`src/rtl/present_pkg.sv`:
```
// present_pkg: shared PRESENT cipher definitions.
// Holds the forward/inverse 4-bit S-boxes, the inverse bit permutation,
// block/key widths and the decryptor FSM state encoding.
package present_pkg;

  localparam int PRESENT_ROUNDS = 31;
  localparam int BLOCK_W        = 64;
  localparam int KEY_W          = 80;

  typedef enum logic [2:0] {
    ST_IDLE   = 3'd0,
    ST_EXPAND = 3'd1,
    ST_WHITEN = 3'd2,
    ST_ROUND  = 3'd3,
    ST_DONE   = 3'd4
  } dec_state_t;

  function automatic logic [3:0] sbox4(input logic [3:0] x);
    logic [3:0] y;
    case (x)
      4'h0: y = 4'hC;  4'h1: y = 4'h5;  4'h2: y = 4'h6;  4'h3: y = 4'hB;
      4'h4: y = 4'h9;  4'h5: y = 4'h0;  4'h6: y = 4'hA;  4'h7: y = 4'hD;
      4'h8: y = 4'h3;  4'h9: y = 4'hE;  4'hA: y = 4'hF;  4'hB: y = 4'h8;
      4'hC: y = 4'h4;  4'hD: y = 4'h7;  4'hE: y = 4'h1;  default: y = 4'h2;
    endcase
    return y;
  endfunction

  function automatic logic [3:0] inv_sbox4(input logic [3:0] x);
    logic [3:0] y;
    case (x)
      4'h0: y = 4'h5;  4'h1: y = 4'hE;  4'h2: y = 4'hF;  4'h3: y = 4'h8;
      4'h4: y = 4'hC;  4'h5: y = 4'h1;  4'h6: y = 4'h2;  4'h7: y = 4'hD;
      4'h8: y = 4'hB;  4'h9: y = 4'h4;  4'hA: y = 4'h6;  4'hB: y = 4'h3;
      4'hC: y = 4'h0;  4'hD: y = 4'h7;  4'hE: y = 4'h9;  default: y = 4'hA;
    endcase
    return y;
  endfunction

  // Forward pLayer sends bit i to 16*i mod 63; since 16*4 = 64 = 1 (mod 63),
  // the inverse sends bit j to 4*j mod 63. Bit 63 is a fixed point.
  function automatic logic [63:0] inv_player(input logic [63:0] d);
    logic [63:0] r;
    r = '0;
    r[63] = d[63];
    for (int j = 0; j < 63; j++) begin
      r[(4 * j) % 63] = d[j];
    end
    return r;
  endfunction

endpackage

```
`src/rtl/present_inv_slayer.sv`:
```
// present_inv_slayer: inverse PRESENT sLayer, 16 parallel inverse S-boxes.
// Latency: purely combinational, zero cycles.
// Backpressure: none (no state, no handshake).
// Ports: din (64b block in), dout (64b block out).
module present_inv_slayer
  import present_pkg::*;
(
  input  logic [BLOCK_W-1:0] din,
  output logic [BLOCK_W-1:0] dout
);

  for (genvar i = 0; i < BLOCK_W / 4; i++) begin : g_nib
    assign dout[4*i +: 4] = inv_sbox4(din[4*i +: 4]);
  end

endmodule

```
`src/rtl/present80_decrypt.sv`:
```
// present80_decrypt: iterative PRESENT-80 block decryptor, one round per cycle.
// Latency: 63 cycles accept-to-out_valid (32 on a key-cache hit).
// Backpressure: in_ready only in IDLE; result held in DONE until out_ready.
// Ports: clk, rst_n (async, active-low); in_valid/in_ready/in_ct/in_key input
//   handshake; out_valid/out_ready/out_pt output handshake.
// Option: define PRESENT_DEC_KEYCACHE_EN to keep the last user key and its
//   expanded last round key, skipping the 31-cycle expansion on a repeat key.
module present80_decrypt
  import present_pkg::*;
#(
  parameter int ROUNDS = PRESENT_ROUNDS
)
(
  input  logic               clk,
  input  logic               rst_n,
  input  logic               in_valid,
  output logic               in_ready,
  input  logic [BLOCK_W-1:0] in_ct,
  input  logic [KEY_W-1:0]   in_key,
  output logic               out_valid,
  input  logic               out_ready,
  output logic [BLOCK_W-1:0] out_pt
);

  localparam logic [4:0] RC_LAST = 5'(ROUNDS);

  dec_state_t         state_q;
  logic [BLOCK_W-1:0] s_q;
  logic [KEY_W-1:0]   k_q;
  logic [4:0]         rc_q;

  logic               accept;
  logic               expand_last;
  logic               hit;
  logic [KEY_W-1:0]   hit_k32;

  logic [KEY_W-1:0]   k_rot, k_fwd, k_x, k_xs, k_inv;
  logic [BLOCK_W-1:0] s_ip, s_is, s_round;

  assign accept      = in_valid && (state_q == ST_IDLE);
  assign expand_last = (state_q == ST_EXPAND) && (rc_q == RC_LAST);

  // Forward key update: rotl 61, S-box the top nibble, XOR counter in.
  assign k_rot = {k_q[18:0], k_q[79:19]};
  assign k_fwd = {sbox4(k_rot[79:76]), k_rot[75:20], k_rot[19:15] ^ rc_q, k_rot[14:0]};

  // Inverse key update undoes the forward steps in reverse order.
  assign k_x   = {k_q[79:20], k_q[19:15] ^ rc_q, k_q[14:0]};
  assign k_xs  = {inv_sbox4(k_x[79:76]), k_x[75:0]};
  assign k_inv = {k_xs[60:0], k_xs[79:61]};

  // Inverse round uses the freshly recovered round key in the same cycle.
  assign s_ip = inv_player(s_q);

  present_inv_slayer u_inv_slayer (
    .din  (s_ip),
    .dout (s_is)
  );

  assign s_round = s_is ^ k_inv[79:16];

`ifdef PRESENT_DEC_KEYCACHE_EN
  logic               cache_vld;
  logic [KEY_W-1:0]   cache_key;
  logic [KEY_W-1:0]   cache_k32;

  // A miss claims the cache for the new key right away but only marks it
  // valid once expansion has produced that key's K32; an abort by reset
  // therefore never leaves a half-built entry marked valid.
  always_ff @(posedge clk or negedge rst_n) begin
    if (!rst_n) begin
      cache_vld <= 1'b0;
      cache_key <= '0;
      cache_k32 <= '0;
    end else begin
      if (accept && !hit) begin
        cache_vld <= 1'b0;
        cache_key <= in_key;
      end
      if (expand_last) begin
        cache_vld <= 1'b1;
        cache_k32 <= k_fwd;
      end
    end
  end

  assign hit     = cache_vld && (in_key == cache_key);
  assign hit_k32 = cache_k32;
`else
  assign hit     = 1'b0;
  assign hit_k32 = '0;
`endif

  always_ff @(posedge clk or negedge rst_n) begin
    if (!rst_n) begin
      state_q <= ST_IDLE;
      s_q     <= '0;
      k_q     <= '0;
      rc_q    <= '0;
    end else begin
      unique case (state_q)
        ST_IDLE: begin
          if (accept) begin
            s_q     <= in_ct;
            k_q     <= hit ? hit_k32 : in_key;
            rc_q    <= 5'd1;
            state_q <= hit ? ST_WHITEN : ST_EXPAND;
          end
        end
        ST_EXPAND: begin
          k_q <= k_fwd;
          // Counter saturates at the last round instead of wrapping.
          if (rc_q == RC_LAST) state_q <= ST_WHITEN;
          else                 rc_q    <= rc_q + 5'd1;
        end
        ST_WHITEN: begin
          s_q     <= s_q ^ k_q[79:16];
          rc_q    <= RC_LAST;
          state_q <= ST_ROUND;
        end
        ST_ROUND: begin
          k_q <= k_inv;
          s_q <= s_round;
          if (rc_q == 5'd1) state_q <= ST_DONE;
          else              rc_q    <= rc_q - 5'd1;
        end
        ST_DONE: begin
          if (out_ready) state_q <= ST_IDLE;
        end
        default: state_q <= ST_IDLE;
      endcase
    end
  end

  // All outputs decode registered state; S is only presented as the result
  // while out_valid is high.
  assign in_ready  = (state_q == ST_IDLE);
  assign out_valid = (state_q == ST_DONE);
  assign out_pt    = s_q;

endmodule

```
`config.mk`:
```
export PLATFORM = sky130hd
export DESIGN_NAME = present80_decrypt
export DESIGN_NICKNAME = d
export VERILOG_FILES = /design/src/rtl/present_pkg.sv /design/src/rtl/present_inv_slayer.sv /design/src/rtl/present80_decrypt.sv
export SDC_FILE = /design/constraint.sdc
export NUM_CORES = 1
export LEC_CHECK = 0
export BUFFER_PORTS_ARGS = -buffer_cell sky130_fd_sc_hd__buf_2
export CAP_MARGIN = 20
export CORE_MARGIN = 2
export CORE_UTILIZATION = 45
export DETAILED_ROUTE_END_ITERATION = 8
export PLACE_DENSITY = 0.66
export SLEW_MARGIN = 40
export SYNTH_ARGS = -nofsm -noshare
export SYNTH_HDL_FRONTEND = slang
export SYNTH_HIERARCHICAL = 1
export SYNTH_SLANG_ARGS = --single-unit
```
`constraint.sdc`:
```
create_clock -name clk -period 5.8 [get_ports clk]
set_input_delay 1.16 -clock clk [delete_from_list [all_inputs] [get_ports clk]]
set_output_delay 1.16 -clock clk [all_outputs]
set_load 0.01 [all_outputs]
```
; After elaboration in Yosys (flattened, before gate mapping)
; Memory sizes are Yosys's and may differ from the RTL's.
; Index checks and enable logic that the tools add are counted.
[totals]
regBits = 152
rom_bits = 1152
inputBits = 148
output_inout_bits = 66
elab_cells = 62
memories = 18
[memory_table]
columns = name, words, width, rd, rd_ports_with_merged_regs, wr, line_no
row1 = (name not given), 16, 4, 1, 0, 0, present_pkg.sv:31  ; case (x)
row2 = (name not given), 16, 4, 1, 0, 0, present_pkg.sv:20  ; case (x)
row3 = (name not given), 16, 4, 1, 0, 0, present_pkg.sv:31
row4 = (name not given), 16, 4, 1, 0, 0, present_pkg.sv:31
row5 = (name not given), 16, 4, 1, 0, 0, present_pkg.sv:31
row6 = (name not given), 16, 4, 1, 0, 0, present_pkg.sv:31
row7 = +12 memories, --, --, --, --, --, --
[op_classes]
addsub = 2
n_eq_ne = 12
muxes = 13
n_bitwise = 4
reduce_logical = 9
[op_table]
columns = cell, count
row1 = one-hot mux 80 bit (3 select lines), 1
row2 = one-hot mux 64 bit (3 select lines), 1
row3 = bitwise XOR 64 bit, 2
row4 = 2-to-1 mux 80 bit, 1
row5 = 2-to-1 mux 64 bit, 1
row6 = one-hot mux 5 bit (4 select lines), 1
row7 = 2-to-1 mux 5 bit, 3
row8 = one-hot mux 3 bit (5 select lines), 1
row9 = 2-to-1 mux 3 bit, 4
row10 = bitwise XOR 5 bit, 2
row11 = AND reduction 4 bit, 2
row12 = "equality test 3 x 2 -> 1 bit, second input constant", 2
row13 = "inequality test 2 x 1 -> 1 bit, second input constant", 3
row14 = "inequality test 2 bit, second input constant", 3
row15 = nonzero test 3 bit, 2
row16 = "adder 5 x 1 -> 5 bit, second input constant", 1
row17 = "equality test 5 x 1 -> 1 bit, second input constant", 1
row18 = "equality test 5 bit, second input constant", 1
row19 = "subtractor 5 x 1 -> 5 bit, second input constant", 1
row20 = AND reduction 2 bit, 2
row21 = nonzero test 4 bit, 1
row22 = "equality test 3 x 1 -> 1 bit, second input constant", 1
row23 = "equality test 3 bit, second input constant", 1
row24 = zero test 3 bit, 1
row25 = logical AND 1 bit, 1

; Logic depth before layout (Yosys ltp)
[logic_depth]
depth_word = 4
mapped_depth = 9
ltp_nobuf = 9

; Cells and area by module
; The synthesis kept the hierarchy.
[by_module_without_submodules]
columns = module, instances, cells_per_inst, area_each_um2, seq_area_each_um2
row1 = present80_decrypt, 1, 1214, 10164.7, 3803.6
row2 = present_inv_slayer, 1, 413, 3221.8, 0.0

; Least setup slack after synthesis
; Ideal clock, no wire load.
[synth_path]
kind = input-to-reg
from = in in_valid
to = reg rc_q[4]
setup_ps = 104
t_arrival_ps = 2238
required_ps = 5696
path_slack_ps = 3459
cell_stages = 5
n_path_buf = 1
cell_sequence = nor2b_1 a2111oi_2 buf_4 nor3_2 o41ai_2
[synth_between]
elab_chain_cells = 3
[synth_lines]
columns = element, line_no
row1 = from (decl), present80_decrypt.sv:16  ; input logic in_valid,
row2 = logical AND 1 bit, present80_decrypt.sv:40  ; assign accept = in_valid && (state_q == ST_IDLE);
row3 = inequality test 2 x 1 -> 1 bit (no source line), --
row4 = AND reduction 4 bit (no source line), --
row5 = to (signal assigned), present80_decrypt.sv:114  ; else rc_q <= rc_q + 5'd1;
row6 = to (signal assigned), present80_decrypt.sv:125  ; else rc_q <= rc_q - 5'd1;
row7 = to (decl), present80_decrypt.sv:30  ; logic [4:0] rc_q;
; No other way between the ends.
; A chain may end at the register's enable or synchronous reset.

; Worst setup path in the final report
[layout_path]
from = reg state_q[0]
to = out out_valid
[layout_between]
elab_chain_cells = 1
[layout_lines]
columns = element, line_no
row1 = from (decl), present80_decrypt.sv:27  ; dec_state_t state_q;
row2 = from (signal assigned), present80_decrypt.sv:107  ; state_q <= hit ? ST_WHITEN : ST_EXPAND;
row3 = equality test 3 bit, present80_decrypt.sv:138  ; assign out_valid = (state_q == ST_DONE);
row4 = to (decl), present80_decrypt.sv:20  ; output logic out_valid,
; No other way between the ends.

==> results.sh <==
export IMPL_cp_required_ns=4.64
export IMPL_path_clk_slew_ns=0.06
export IMPL_clkPwrFrac_pct=10.9
export IMPL_cp_startpoint="state_q[0]$_DFFE_PN0P_"
export IMPL_synth_top_area_cell="dfrtp_1"
export IMPL_yosys_register_bits=152
export IMPL_wl_um=44000
export IMPL_clk_path_buf_depth=2
export IMPL_area_growth_pct=12.7
export IMPL_maxSlewHeadroom_pct=39.6
export IMPL_critical_path_class="reg -> out"
export IMPL_end_kind="output port"
export IMPL_initial_core_util_pct=45.4
export IMPL_die_h_um=176
export IMPL_switching_share_pct=51.9
export IMPL_ant_nets=0
export IMPL_routedWlPerCell_um=20.5
export IMPL_start_kind="flip-flop"
export IMPL_avgSynthCellArea_um2=8.23
export IMPL_vias_per_cell=5.76
export IMPL_fin_worst_hold_slack_ns=0.588
export IMPL_cts_tree="built"
export IMPL_ys_flop_type="dfrtp_1"
export IMPL_r2r_worst_path_cells=5
export IMPL_synth_seq_area_share_pct=28.4
export IMPL_synth_area_mm2=0.0134
export IMPL_antenna_found_initial=0
export IMPL_utilization_pct=51.2
export IMPL_endpoint="out_valid"
export IMPL_cts_inserted_buffers=17
export IMPL_synth_cells=1627
export IMPL_yosys_top_cells_area="dfrtp_1 (28%), ha_1 (10%), mux2i_1 (6.7%)"
export IMPL_finalHoldViolations=0
export IMPL_placed_area_mm2=0.0145
export IMPL_slew_viol_final=0
export IMPL_syn_num_nets=1887
export IMPL_synth_async_sr_flop_share_pct=100
export IMPL_grt_pass1_wl_um=66800
export IMPL_numPortBuffers=213
export IMPL_synth_cell_type_count=62
export IMPL_pin_count=214
export IMPL_cts_sinks=152
export IMPL_clock_skew_ns=0.0121
export IMPL_cts_root_buffer_cell="clkbuf_16"
export IMPL_gp_congestion=0.912
export IMPL_worst_slew_pin_slew_ns=0.903
export IMPL_yosysWarnings=6
export IMPL_drc=0
export IMPL_r2r_end="out_pt[1]$_DFFE_PN0P_"
export IMPL_synth_edff_count=0
export IMPL_final_area_mm2=0.0151
export IMPL_instances_no_fill=2147
export IMPL_hold_class="reg -> reg"
export IMPL_grt_max_degree=115
export IMPL_slowest_stage="dfrtp_4"
export IMPL_ctsHoldBuffers=0
export IMPL_tns_ns=0
export IMPL_min_period_ns=3.08
export IMPL_p_int_mw=4.81
export IMPL_gr_total_overflow=0
export IMPL_power_switching_mw=5.18
export IMPL_drt_iter0_markers=1462
export IMPL_diodes=0
export IMPL_leakage_nw=6.66
export IMPL_outcome="finished clean"
export IMPL_synth_top_area_share_pct=28.4
export IMPL_max_cap_viol_count=0
export IMPL_coreArea_mm2=0.0295
export IMPL_slowest_delay_ns=0.58
export IMPL_insertion_delay_ns=0.44
export IMPL_num_fill_cells=2883
export IMPL_drive_above_1_share_pct=16.6
export IMPL_pre_cts_ws_ns=2.41
export IMPL_rows=63
export IMPL_ctsResizeCount=0
export IMPL_ir_worst_vdd_mv=0.296
export IMPL_cp_arrival_ns=1.92
export IMPL_grt_usage_pct=28.3
export IMPL_r2r_slack_ns=2.99
export IMPL_r2r_start="state_q[0]$_DFFE_PN0P_"
export IMPL_fin_nets=2004
export IMPL_power_density_mw_per_mm2=662
export IMPL_setup_viol=0
export IMPL_grt_pass1_vias=11100
export IMPL_die_x_um=176
export IMPL_htreeDepth=4
export IMPL_firstDrtPassIters=6
export IMPL_rsz0062_at_grt="no"
export IMPL_clock_fmax_mhz=325
export IMPL_crit_chain="inv_1, and3_1, buf_2"
export IMPL_dpl_cell_count=2115
export IMPL_worst_slack_ns=2.72
export IMPL_vias=12400
export IMPL_die_area_mm2=0.0311
export IMPL_postCtsSetupBuffers=0
export IMPL_comb_power_share_pct=57.2
export IMPL_post_dp_hpwl_um=32500
export IMPL_power_frac_seq_pct=31.9
export IMPL_power_total_mw=9.99
export IMPL_crit_fanout=20
export IMPL_fin_crit_sh_pct=53.1
## power groups by stage
stage	clock (mW)	sequential (mW)	combinational, mW
2_1_floorplan	0	2.36	4.74
3_3_place_gp	0	3.13	5.45
3_5_place_dp	0	3.17	5.63
4_1_cts	1.10	3.15	5.66
5_1_grt	1.15	3.27	6.40
6_report	1.09	3.19	5.72
## cell usage after synthesis (all sizes together), types with 2 or more instances
library cell / instances
a21oi: 144
a211oi: 16
a32oi: 3
nor2: 179
mux2i: 89
o21bai: 3
nor2b: 17
a21o: 6
nand3b: 2
a32o: 5
ha: 112
mux4: 22
dfrtp: 152
a211o: 2
o211ai: 60
o31ai: 12
clkbuf: 49
a221oi: 6
inv: 77
nand2: 200
and2: 14
xor2: 74
nor3: 26
o22ai: 5
a2bb2oi: 4
and3: 2
or2: 2
o311ai: 2
buf: 76
a22oi: 7
xnor2: 74
or3: 2
nor3b: 3
o21ai: 106
a31oi: 51
nand2b: 6
## worst min path at each step
stage	from	endpoint	slack [ns]	depth (start not counted)
finish	k_q[67]$_DFFE_PN0P_	k_q[67]$_DFFE_PN0P_	0.59	2
global route	k_q[8]$_DFFE_PN0P_	k_q[8]$_DFFE_PN0P_	0.64	2
CTS	k_q[10]$_DFFE_PN0P_	k_q[10]$_DFFE_PN0P_	0.58	2
detailed placement	k_q[10]$_DFFE_PN0P_	k_q[10]$_DFFE_PN0P_	0.57	2
global placement	k_q[10]$_DFFE_PN0P_	k_q[10]$_DFFE_PN0P_	0.55	2
floorplan	k_q[61]$_DFFE_PN0P_	k_q[61]$_DFFE_PN0P_	0.51	2
## cells in the final DEF, fill, tap and decap left out, types with 21 or more instances in the layout
cell      Yosys  final
o211ai_1     60     60
dfrtp_1     152    150
inv_1        76     76
nor3_1       25     25
o21ai_0     100    100
mux4_2       21     21
ha_1        112    112
a21oi_1     144    144
buf_2        63    212
xor2_1       74     74
nand2_1     200    200
a31oi_1      51     51
nor2_1      179    179
xnor2_1      74     74
mux2i_1      89     89
## state kept, by name, summed over array words and instances, names as in the netlist
name     count
k_q         80
out_pt      64
rc_q         5
state_q      3
## critical path, delay by kind of cell, from the launching register on
family,cells,cell delay (ns)
flip-flops,1,0.58
AND/OR/NAND/NOR,1,0.25
buffers and inverters,2,0.64
## final cells by class
class | instances | area (µm²) | area share [%]
repair buffers | 223 | 1170 | 7.78
well taps | 390 | 488 | 3.23
inverters | 77 | 289 | 1.91
multi-input cells | 1273 | 8770 | 58.1
flip-flops and latches | 152 | 3810 | 25.3
clock buffers | 22 | 474 | 3.14
clock inverters | 10 | 85.1 | 0.564
## layer usage
metal | vias up | share of wire, % | global-route usage [%]
met1 | 5947 | 46 | 42.5
li1 | 5843 | - | -
met2 | 521 | 43 | 40.9
met5 | - | 0 | 0
met3 | 47 | 8.4 | 5.10
met4 | 0 | 2.7 | 8.99
## cell families after synthesis
logic type | count (synthesis) | share of synthesized area (%)
simple gates | 459 | 14.4
compound gates | 442 | 20.1
buf+inv | 202 | 6.42
flops | 152 | 28.4
xor+xnor | 148 | 9.68
mux | 112 | 10.5
fa+ha+maj | 112 | 10.5
Note: power is estimated with default switching activity, not from simulation.
